===== src/rtl/alu_cmd_issuer.sv =====
// Byte-serial command front end for an ALU: collects operands and a function code
// from an RX byte stream, fires the ALU once, and streams the result back out LSB first.
module alu_cmd_issuer #(
  parameter int WIDTH   = 16,
  parameter int TIMEOUT = 15
) (
  input  logic               clk,
  input  logic               RST,
  input  logic [7:0]         RX_DATA,
  input  logic               RX_VALID,
  output logic [WIDTH-1:0]   A,
  output logic [WIDTH-1:0]   B,
  output logic [3:0]         ALU_FUN,
  output logic               ALU_EN,
  input  logic [2*WIDTH-1:0] ALU_OUT,
  input  logic               OUT_VALID,
  output logic [7:0]         TX_DATA,
  output logic               TX_VALID,
  input  logic               TX_READY,
  output logic               BUSY,
  output logic               ERR,
  output logic [2:0]         dbg_state
);

  localparam int NB  = WIDTH / 8;
  localparam int NRB = 2 * NB;
  localparam int BCW = (NRB > 1) ? $clog2(NRB) : 1;
  localparam int TW  = (TIMEOUT > 0) ? $clog2(TIMEOUT + 1) : 1;
  localparam logic [BCW-1:0] LAST_BYTE = BCW'(NRB - 1);
  localparam logic [TW-1:0]  TC_LAST   = TW'(TIMEOUT - 1);

  typedef enum logic [2:0] {
    IDLE    = 3'd0,
    GET_OP  = 3'd1,
    GET_FUN = 3'd2,
    ISSUE   = 3'd3,
    WAIT    = 3'd4,
    SEND    = 3'd5
  } state_t;

  state_t             state, next_state;
  logic [BCW-1:0]     byte_cnt;
  logic [TW-1:0]      tcnt;
  logic [2*WIDTH-1:0] result;
  logic               err_q;
  logic [7:0]         tx_byte;

  logic byte_clr, byte_inc, op_load, fun_load;
  logic tcnt_clr, tcnt_inc, capture, err_set;

  // TX handshake: a byte moves on a rising edge where TX_VALID && TX_READY; while
  // TX_READY is low the same byte stays on TX_DATA and TX_VALID stays high.
  assign ALU_EN    = (state == ISSUE);
  assign BUSY      = (state != IDLE);
  assign TX_VALID  = (state == SEND);
  assign TX_DATA   = TX_VALID ? tx_byte : 8'h00;
  assign ERR       = err_q;
  assign dbg_state = state;

  always_ff @(posedge clk or negedge RST) begin
    if (!RST) state <= IDLE;
    else      state <= next_state;
  end

  always_comb begin
    next_state = state;
    byte_clr   = 1'b0;
    byte_inc   = 1'b0;
    op_load    = 1'b0;
    fun_load   = 1'b0;
    tcnt_clr   = 1'b0;
    tcnt_inc   = 1'b0;
    capture    = 1'b0;
    err_set    = 1'b0;
    case (state)
      IDLE: begin
        if (RX_VALID) begin
          if (RX_DATA == 8'hCC) begin
            next_state = GET_OP;
            byte_clr   = 1'b1;
          end else if (RX_DATA == 8'hDD) begin
            next_state = GET_FUN;
          end else begin
            err_set = 1'b1;
          end
        end
      end
      GET_OP: begin
        if (RX_VALID) begin
          op_load = 1'b1;
          if (byte_cnt == LAST_BYTE) begin
            next_state = GET_FUN;
            byte_clr   = 1'b1;
          end else begin
            byte_inc = 1'b1;
          end
        end
      end
      GET_FUN: begin
        if (RX_VALID) begin
          fun_load   = 1'b1;
          next_state = ISSUE;
        end
      end
      ISSUE: begin
        err_set    = RX_VALID;
        tcnt_clr   = 1'b1;
        next_state = WAIT;
      end
      WAIT: begin
        err_set = RX_VALID;
        // A result arriving on the expiry cycle still counts as a result.
        if (OUT_VALID) begin
          capture    = 1'b1;
          byte_clr   = 1'b1;
          next_state = SEND;
        end else if (tcnt == TC_LAST) begin
          err_set    = 1'b1;
          next_state = IDLE;
        end else begin
          tcnt_inc = 1'b1;
        end
      end
      SEND: begin
        err_set = RX_VALID;
        if (TX_READY) begin
          if (byte_cnt == LAST_BYTE) begin
            byte_clr   = 1'b1;
            next_state = IDLE;
          end else begin
            byte_inc = 1'b1;
          end
        end
      end
      default: next_state = IDLE;
    endcase
  end

  always_ff @(posedge clk or negedge RST) begin
    if (!RST) begin
      A        <= '0;
      B        <= '0;
      ALU_FUN  <= '0;
      result   <= '0;
      byte_cnt <= '0;
      tcnt     <= '0;
      err_q    <= 1'b0;
    end else begin
      err_q <= err_set;
      if (byte_clr)      byte_cnt <= '0;
      else if (byte_inc) byte_cnt <= byte_cnt + 1'b1;
      if (tcnt_clr)      tcnt <= '0;
      else if (tcnt_inc) tcnt <= tcnt + 1'b1;
      if (capture)  result  <= ALU_OUT;
      if (fun_load) ALU_FUN <= RX_DATA[3:0];
      // Operand bytes arrive A first, then B, each least significant byte first.
      if (op_load) begin
        for (int i = 0; i < NB; i++) begin
          if (byte_cnt == BCW'(i))      A[i*8 +: 8] <= RX_DATA;
          if (byte_cnt == BCW'(NB + i)) B[i*8 +: 8] <= RX_DATA;
        end
      end
    end
  end

  always_comb begin
    tx_byte = 8'h00;
    for (int i = 0; i < NRB; i++) begin
      if (byte_cnt == BCW'(i)) tx_byte = result[i*8 +: 8];
    end
  end

endmodule

===== config.mk =====
export PLATFORM = sky130hd
export DESIGN_NAME = alu_cmd_issuer
export DESIGN_NICKNAME = d
export VERILOG_FILES = /design/src/rtl/alu_cmd_issuer.sv
export SDC_FILE = /design/constraint.sdc
export NUM_CORES = 1
export LEC_CHECK = 0
export CAP_MARGIN = 10
export CORE_ASPECT_RATIO = 1.5
export CORE_MARGIN = 2
export CORE_UTILIZATION = 47
export CTS_CLUSTER_SIZE = 25
export DETAILED_ROUTE_END_ITERATION = 8
export PLACE_DENSITY = 0.78
export SKIP_LAST_GASP = 1
export SYNTH_ARGS = -nofsm -noshare
export SYNTH_HDL_FRONTEND = slang
export SYNTH_SLANG_ARGS = --single-unit

===== constraint.sdc =====
create_clock -name clk -period 2.43 [get_ports clk]
set_input_delay 0.486 -clock clk [delete_from_list [all_inputs] [get_ports clk]]
set_output_delay 0.486 -clock clk [all_outputs]
set_load 0.02 [all_outputs]

==> key figures, run 1 <==
Run status
  – Status: complete, no violations

STA
  – Setup_tns: 0 ns
  – Worst Tran Pin Value: 0.500 ns
  – Final Critical Period: 2.39 ns
  – Fin Clk Skew: 0.00746 ns
  – Final Hold Vio Count: 0
  – Fraction of the cycle the final worst path needs: 0.984
  – Final setup violation count: 0
  – RSZ-0062 raised after global routing: yes
  – Slew Limit Fails: 0
  – Maximum clock frequency: 418 MHz
  – Slew HR: 0.662

CTS
  – Worst skew pair latency: 0.34 ns
  – Clock tree root driver cell: clkbuf_8
  – CTS H-tree lvls: 3
  – CTS buffer count: 9
  – Max Root-Sink Buffers: 2
  – Clk slew on worst S/H paths: approximately 0.07 ns
  – Hold_buf cts: 0
  – Setup bufs post-CTS: 0
  – CTS Sinks: 78
  – CTS tree: yes

Drt
  – Post-Route WL: 7930 um
  – Drt first-iter violations: 90
  – ANT nets after route: 0
  – Avg WL per Cell: 16.7 um
  – Vias per cell: 5.22
  – DR vias: approximately 2500
  – DRT Pass-1 Iters: 7
  – Post-route DRC: 0

Synth
  – Syn Inst Count: around 270
  – Synth area leader: dfrtp_1
  – Top cells by count, synth: 78 x dfrtp_1, 61 x mux2_2, 18 x o21ai_0
  – #FFs+latches synth: 78
  – Register area share after synthesis: 0.553
  – Asr flop ratio synth: 1.00
  – EDFF count, synth: 0
  – Yosys top cell area share: 0.553
  – Synth cell types: 42
  – Total nets after synthesis: between 300 and 400
  – Dominant cells by area after synthesis: dfrtp_1 55%, mux2_2 19%, o21ai_0 2.6%, mux2_1 2.2%, ha_1 2.1%
  – Syn_area_per_cell: 13.2 um^2
  – Most frequent cell after synthesis: dfrtp_1
  – Yosys Warn Count: 0
  – Prevailing post-synth register cell: dfrtp_1
  – Post-Syn Area: between 3000 and 4000 um^2

Min path
  – Hold Path Class: primary input to asynchronous set/reset pin

Placed design
  – RePlAce Congestion: just under 0.9
  – Dpl cell area: 4630 um^2
  – Port Buf Inserts: 95
  – HPWL after DPL: slightly below 6000 um

Floorplanning
  – Initial Utilization: 0.485
  – # IOs: between 90 and 100
  – Cell Rows: 38
  – Core area: ~7300 um^2
  – Die Y: 110 um
  – Die width: 74.8 um
  – Die area: 8230 um^2

Power and ir drop
  – Static Leak: 0.00211 uW
  – Pwr/cell area: 1190 nW/um^2
  – VDD IR-drop max: roughly 0.0008 V
  – Overall Power: 5710 uW

Global route
  – Vias in the first global route: 2542
  – GRT Util Overall: 0.201
  – First-pass GRT wire length: ~12000 um
  – Total congestion overflow: 0
  – Largest net degree at the start of global routing: 41
  – Initial antenna violation count: 0

Worst setup path
  – WP data arrival: 1.91 ns
  – Worst-path maximum fanout: 10
  – Critical path class: flop to primary output
  – Crit path capture type: primary output
  – Flop2flop setup slack: 0.59 ns
  – Critical Path Source Type: flop
  – Worst Path Required: 1.94 ns

Finish
  – Inserted Diodes: 0
  – Final Instance Area: roughly 4800 um^2
  – Area grow syn2layout: 35.4%
  – Post-layout net count: 423
  – FILL cells: between 500 and 600
  – Layout cells sized above 1: 0.290

Run
  – Max cap viols: 0
## area by class of cell
type	instances	area, um^2	area share
Timing Repair Buffer	107	1030	0.215
Clock inverter	1	5.00	0.00105
Clock buffer	14	163	0.0340
Multi-Input combinational cell	170	1490	0.311
Inverter	6	22.5	0.00471
Sequential cell	78	1950	0.408
Tap cell	100	125	0.0262
## critical path, stage by stage (launching register included)
cell and delay, ns:
dfrtp_1 0.40, ha_1 0.24, buf_4 0.18, nand3b_1 0.16, a21oi_1 0.16, a21oi_1 0.06
o21ai_0 0.18, buf_4 0.17
## state kept, by name (all words and copies together), names as in the netlist
name / flops
result: 32
A: 16
B: 16
ALU_FUN: 4
tcnt: 4
dbg_state: 3
byte_cnt: 2
ERR: 1
## logic make-up (layout without fill, tap and decap cells)
| kind of cell | count (synthesis) | after routing | synth area share |
|---|---|---|---|
| flops | 78 | 78 | 0.553 |
| compound gates | 39 | 39 | 0.0744 |
| buf+inv | 19 | 128 | 0.0315 |
| xor+xnor | 3 | 3 | 0.00745 |
| fa+ha+maj | 6 | 6 | 0.0213 |
| mux | 68 | 68 | 0.217 |
| simple gates | 54 | 54 | 0.0954 |
## final timing paths
path	depth (start not counted)	endpoint	startpoint
setup reg to reg	7	dbg_state[1]	byte_cnt[0]
hold / removal	1	dbg_state[0]	RST
max in group asynchronous	2	A[13]	RST
setup / recovery	7	TX_DATA[6]	byte_cnt[0]
min in group clk	1	result[30]	result[30]
hold reg to reg	1	result[30]	result[30]
## layer usage
metal / global-route usage / routed length, um
met1: 0.224 / 3100
met2: 0.335 / 3930
met3: 0.0664 / 626
met4: 0.106 / 276
met5: 0 / 0
## what timing repair did
action                     CTS  global route
cloned                       0             0
setup endpoints to repair    9             9
gates resized for setup     28            16
## stage by stage
step	worst slack, ns	util	std cells	hold WS, ns
after CTS	-0.0403	0.660	476	0.118
after global placement	-0.0576	0.636	461	0.466
after floorplan	0.234	-	267	0.190
after detailed placement	-0.117	0.636	461	0.478
after global routing	-0.0550	0.657	476	0.139
final	0.0385	0.657	476	0.114
## placed cells by master (no fill, tap or decap), types with 2 or more instances in the layout
cell             instances
clkdlybuf4s50_1         84
dfrtp_1                 78
mux2_2                  61
o21ai_0                 18
nand3_1                 14
buf_4                   12
clkbuf_8                11
nand2_1                  7
a221o_1                  7
mux2_1                   7
inv_1                    6
nor2_1                   6
a21oi_1                  5
nand2_2                  5
ha_1                     5
buf_2                    4
clkbuf_1                 3
clkbuf_2                 3
or2_2                    2
or3_1                    2
a41oi_1                  2
nand3b_1                 2
nand2b_1                 2
nand4_1                  2
and3_1                   2
xor2_1                   2
buf_12                   2
## where the power goes
part / internal [uW] / leakage (uW) / switching, uW
combinational: 1420 / 0.00105 / 1170
sequential: 1900 / 0.000974 / 376
clock: 421 / 0.0000865 / 424
Note: power is estimated with default switching activity, not from simulation.
==> inputs of run 2 (changes only) <==
Settings changed: SKIP_LAST_GASP 1 to unset.
==> run 2 against run 1 <==
  * Sequential cell count is the same
  * Largest cell class unchanged
  * Non-clock buffer count is the same
  * Highest routed layer unchanged
  * Critical path type unchanged
  * Sequential share of layout area is the same
==> key figures, run 2 (synthesis gave the netlist of run 1 again) <==
Run status
  – Status: complete, no violations

Floorplanning
  – Die area: 8230 um^2 (unchanged)
  – Die width: 74.8 um (unchanged)
  – Die Y: 110 um (unchanged)
  – Cell Rows: 38 (unchanged)
  – # IOs: 96 (unchanged)
  – Initial Utilization: 0.485 (unchanged)
  – Core area: 7270 um^2 (unchanged)

Finish
  – Largest Register: result
  – Largest regs: result (32), A (16), B (16)
  – Number of flip-flops in the largest register: 32 (unchanged)
  – Post-layout net count: 423 (unchanged)
  – Area grow syn2layout: 35.4% (unchanged)
  – Final Non-Filler Cells: 476 (unchanged)
  – Most common cell after layout, fill and taps aside: clkdlybuf4s50_1
  – Layout cells sized above 1: 0.290 (unchanged)
  – Fin util: 0.657 (unchanged)
  – Most frequent cells in the layout: 84 x clkdlybuf4s50_1, 78 x dfrtp_1, 61 x mux2_2
  – Inserted Diodes: 0 (unchanged)

STA
  – Hold_ws: 0.114 ns (+0.0000260 ns)
  – Maximum clock frequency: 426 MHz (+1.9%)
  – Fraction of the cycle the final worst path needs: 0.966 (-0.0180)
  – Setup_tns: 0 ns (unchanged)
  – Slew HR: 0.656 (-0.00597)
  – Final Worst Setup Slack: 0.0823 ns (+0.0438 ns)
  – RSZ-0062 raised after global routing: no
  – Final Critical Period: 2.35 ns (-0.0438 ns)
  – Slew Limit Fails: 0 (unchanged)
  – Final setup violation count: 0 (unchanged)
  – Final Hold Vio Count: 0 (unchanged)
  – Fin Clk Skew: 0.00746 ns (+0.0000000600 ns)
  – Worst Tran Pin Value: 0.509 ns (+0.00884 ns)

Placed design
  – HPWL after DPL: 5940 um (unchanged)
  – Inst Count DP: 461 (unchanged)
  – Port Buf Inserts: 95 (unchanged)
  – RePlAce Congestion: 0.872 (unchanged)
  – Setup WS pre-CTS: -0.117 ns (unchanged)

CTS
  – CTS Sinks: 78 (unchanged)
  – Max Root-Sink Buffers: 2 (unchanged)
  – CTS buffer count: 9 (unchanged)
  – Clk slew on worst S/H paths: 0.07 ns (about the same)
  – CTS tree: yes
  – Worst skew pair latency: 0.34 ns (about the same)
  – Setup bufs post-CTS: 0 (unchanged)
  – CTS H-tree lvls: 3 (unchanged)
  – Clock tree root driver cell: clkbuf_8

Drt
  – Post-route DRC: 0 (unchanged)
  – Post-Route WL: 7960 um (+0.30%)
  – DR vias: 2503 (+0.68%)
  – Drt first-iter violations: 87 (-3.3%)
  – ANT nets after route: 0 (unchanged)
  – DRT Pass-1 Iters: 4 (-3)
  – Avg WL per Cell: 16.7 um (+0.30%)
  – Vias per cell: 5.26 (+0.68%)

Worst setup path
  – Crit path max-delay cell type: dfrtp_1
  – CP Cell Sequence: ha_1, buf_4, nand3b_1, a21oi_1, a21oi_1, o21ai_1, buf_4
  – Buffer and inverter count on the worst path: 2 (unchanged)
  – Critical path's top delay family: flip-flops
  – Flop2flop setup slack: 0.59 ns (about the same)
  – Worst-path maximum fanout: 10 (unchanged)
  – Critical path class: flop to primary output
  – Worst stage delay on the critical path: 0.40 ns (about the same)
  – Crit path capture type: primary output
  – WP data arrival: 1.86 ns (-0.05 ns)
  – Worst Path Required: 1.94 ns (about the same)
  – Critical Path Source Type: flop

Power and ir drop
  – VDD IR-drop max: 0.000784 V (about the same)
  – Pwr/cell area: 1200 nW/um^2 (about the same)
  – Static Leak: 0.00211 uW (about the same)

Global route
  – First-pass GRT wire length: 12100 um (unchanged)
  – Vias in the first global route: 2542 (unchanged)
  – Initial antenna violation count: 0 (unchanged)
  – GRT Util Overall: 0.201 (unchanged)
  – Largest net degree at the start of global routing: 41 (unchanged)
  – Total congestion overflow: 0 (unchanged)

Run
  – Max cap viols: 0 (unchanged)

Min path
  – Hold Path Class: primary input to asynchronous set/reset pin
run 2: cell types whose count changed in the layout (fill, tap and decap cells not counted):
cell      previous run  this run
o21ai_0             18        16
o21ai_1              0         2
buf_2                4         5
clkbuf_2             3         2
run 2: worst paths after layout:
kind,cells past startpoint,start,end
max,7,byte_cnt[0],TX_DATA[6]
min,1,RST,dbg_state[0]
max reg2reg,7,byte_cnt[0],dbg_state[1]
min reg2reg,1,result[30],result[30]
max in group asynchronous,2,RST,A[13]
min in group clk,1,result[30],result[30]
run 2: through the flow:
stage                     power [uW]  area, um^2
after floorplan                 3740        3530
after global placement          4800        4630
after detailed placement        4870        4630
after CTS                       5750        4800
after global routing            6040        4780
final                           5710        4780
run 2: timing repair:
action | CTS | global route
gates resized for setup | 29 | 18
setup endpoints to repair | 9 | 9
hold endpoints to repair | 0 | 0
hold buffers | 0 | 0
run 2: power by group:
group | switching [uW] | total, uW | internal [uW]
clock | 424 | 845 | 421
sequential | 377 | 2280 | 1900
combinational | 1170 | 2590 | 1420
total | 1970 | 5710 | 3740
run 2: final cells by class:
class | count | area [um^2]
sequential | 78 | 1950
inverter | 6 | 22.5
multi-input combinational | 170 | 1490
timing repair buffer | 107 | 1030
clock inverter | 1 | 5.00
fill | 559 | 2490
clock buffer | 14 | 163
tap | 100 | 125
run 2: routing by layer:
metal	GRT usage	part of all wire	vias up
met5	0	0	-
met4	0.106	0.035	0
met3	0.0664	0.079	21
met2	0.335	0.49	96
met1	0.224	0.39	1198
li1	-	-	1188
==> inputs of run 3 (changes only) <==
Settings changed: CORE_MARGIN 2 to unset, TNS_END_PERCENT set to 100.
==> run 3 against run 2 <==
  * Sequential power barely moved
  * Sequential share of layout area fell by 0.75 points
  * Power rose by 3.8%
  * Combinational power grew 3%
  * Critical path type unchanged
  * Register-to-register slack worse by 0.17 ns
  * Wire length up 2.5%
  * Via count up 1.8%
  * Die area is 4.4% lower
==> key figures, run 3 (synthesis gave the netlist of run 1 again) <==
STA
  – Final setup violation count: 0 (unchanged)
  – Setup_tns: 0 ns (unchanged)
  – Worst Tran Pin Value: 0.521 ns (+0.0118 ns)
  – Slew Limit Fails: 0 (unchanged)
  – Fraction of the cycle the final worst path needs: 0.983 (+0.0172)
  – Final Critical Period: 2.39 ns (+0.0418 ns)
  – Final Worst Setup Slack: 0.0405 ns (-0.0418 ns)
  – RSZ-0062 raised after global routing: yes
  – Maximum clock frequency: 419 MHz (-1.7%)
  – Slew HR: 0.653 (-0.00343)
  – Fin Clk Skew: 0.00564 ns (-0.00182 ns)
  – Final Hold Vio Count: 0 (unchanged)

Worst setup path
  – R2r endpoint: dbg_state[1]
  – Crit path capture type: primary output
  – R2R Path Start: byte_cnt[0]
  – Critical path class: flop to primary output
  – Worst Path Required: 1.94 ns (about the same)
  – WP data arrival: 1.90 ns (+0.04 ns)
  – Worst-path maximum fanout: 7 (-3)
  – Critical Path Source Type: flop
  – Path depth of the worst reg2reg path: 8 (+1)
  – Flop2flop setup slack: 0.42 ns (-0.17 ns)

Global route
  – Largest net degree at the start of global routing: 41 (unchanged)
  – Initial antenna violation count: 0 (unchanged)
  – Total congestion overflow: 0 (unchanged)
  – Vias in the first global route: 2721 (+7.0%)
  – First-pass GRT wire length: 13200 um (+8.6%)
  – GRT Util Overall: 0.224 (+0.0235)

Floorplanning
  – Die width: 72.8 um (-2.7%)
  – # IOs: 96 (unchanged)
  – Die Y: 108 um (-1.8%)
  – Initial Utilization: 0.488 (+0.00319)
  – Core area: 7230 um^2 (-0.65%)
  – Die area: 7870 um^2 (-4.4%)
  – Cell Rows: 38 (unchanged)

CTS
  – Max Root-Sink Buffers: 2 (unchanged)
  – Clock tree root driver cell: clkbuf_8
  – CTS buffer count: 9 (unchanged)
  – Worst skew pair latency: 0.34 ns (about the same)
  – CTS tree: yes
  – CTS H-tree lvls: 3 (unchanged)
  – CTS Sinks: 78 (unchanged)
  – Clk slew on worst S/H paths: 0.07 ns (about the same)
  – Hold_buf cts: 0 (unchanged)

Placed design
  – Port Buf Inserts: 95 (unchanged)
  – Setup WS pre-CTS: -0.188 ns (-0.0706 ns)
  – HPWL after DPL: 6000 um (+0.97%)
  – RePlAce Congestion: 0.827 (-5.2%)

Finish
  – Area grow syn2layout: 38.1%
  – Largest regs: result (32), A (16), B (16)
  – Largest Register: result
  – Number of flip-flops in the largest register: 32 (unchanged)
  – Post-layout net count: 429 (+1.4%)
  – Most common cell after layout, fill and taps aside: clkdlybuf4s50_1
  – Inserted Diodes: 0 (unchanged)
  – Layout cells sized above 1: 0.324 (+0.0339)
  – Most frequent cells in the layout: 85 x clkdlybuf4s50_1, 77 x dfrtp_1, 61 x mux2_2
  – FILL cells: 562 (+0.54%)

Run status
  – Status: complete, no violations

Drt
  – ANT nets after route: 0 (unchanged)
  – Post-Route WL: 8150 um (+2.5%)
  – DRT Pass-1 Iters: 4 (unchanged)
  – Post-route DRC: 0 (unchanged)
  – Drt first-iter violations: 96 (+10%)
  – Vias per cell: 5.28 (+0.36%)
  – DR vias: 2549 (+1.8%)
  – Avg WL per Cell: 16.9 um (+0.97%)

Power and ir drop
  – Static Leak: 0.00214 uW (+1.4%)
  – Pwr/cell area: 1220 nW/um^2 (+1.8%)
  – VDD IR-drop max: 0.000978 V (+25%)

Min path
  – Hold Path Class: primary input to asynchronous set/reset pin

Run
  – Max cap viols: 0 (unchanged)
## run 3: worst max-delay path, stage by stage (launching register included)
cell and delay (ns):
dfrtp_1 0.40, inv_2 0.06, ha_2 0.19, nor2b_4 0.15, buf_4 0.13, a221o_1 0.31, o21ai_0 0.08, o21ai_1 0.09
buf_4 0.16
## run 3: repair_timing
item                                    CTS  global route
buffers inserted                          0             3
resized for setup                        39            18
endpoints found under the setup margin    9            10
## run 3: layout make-up
class,instances,area [um^2],area share
clock buffer,12,155,0.0318
tap,100,125,0.0257
timing repair buffer,113,1070,0.221
clock inverter,4,45.0,0.00924
multi-input combinational,170,1500,0.307
sequential,78,1950,0.401
inverter,6,22.5,0.00462
## run 3: per-stage QoR
step	instance area, um^2	total power [uW]	instances	hold WS [ns]	util
after floorplan	3530	3740	267	0.190	-
after global placement	4650	4810	464	0.466	0.644
after detailed placement	4650	4890	464	0.480	0.644
after CTS	4850	5890	480	0.121	0.671
after global routing	4870	6290	483	0.139	0.674
final	4870	5930	483	0.112	0.674
## run 3: worst max-delay path by stage
stage | start | to | slack (ns) | cells after the start
4_1_cts | byte_cnt[0] | TX_DATA[0] | 0.004 | 6
3_5_place_dp | byte_cnt[0] | TX_DATA[1] | -0.19 | 7
2_1_floorplan | dbg_state[0] | TX_DATA[0] | 0.23 | 5
5_1_grt | byte_cnt[0] | TX_DATA[5] | -0.02 | 8
6_report | byte_cnt[0] | TX_DATA[5] | 0.04 | 8
3_3_place_gp | byte_cnt[0] | TX_DATA[1] | -0.06 | 7
## run 3: power breakdown
group / leakage, uW / switching [uW] / internal [uW] / total [uW]
combinational: 0.00106 / 1190 / 1480 / 2680
clock: 0.000106 / 430 / 526 / 956
sequential: 0.000973 / 394 / 1900 / 2300
## run 3: per-layer routing
layer | wire length, um | global-route usage
met5 | 0 | 0
met4 | 182 | 0.0938
met3 | 459 | 0.0615
met2 | 4280 | 0.389
met1 | 3230 | 0.257
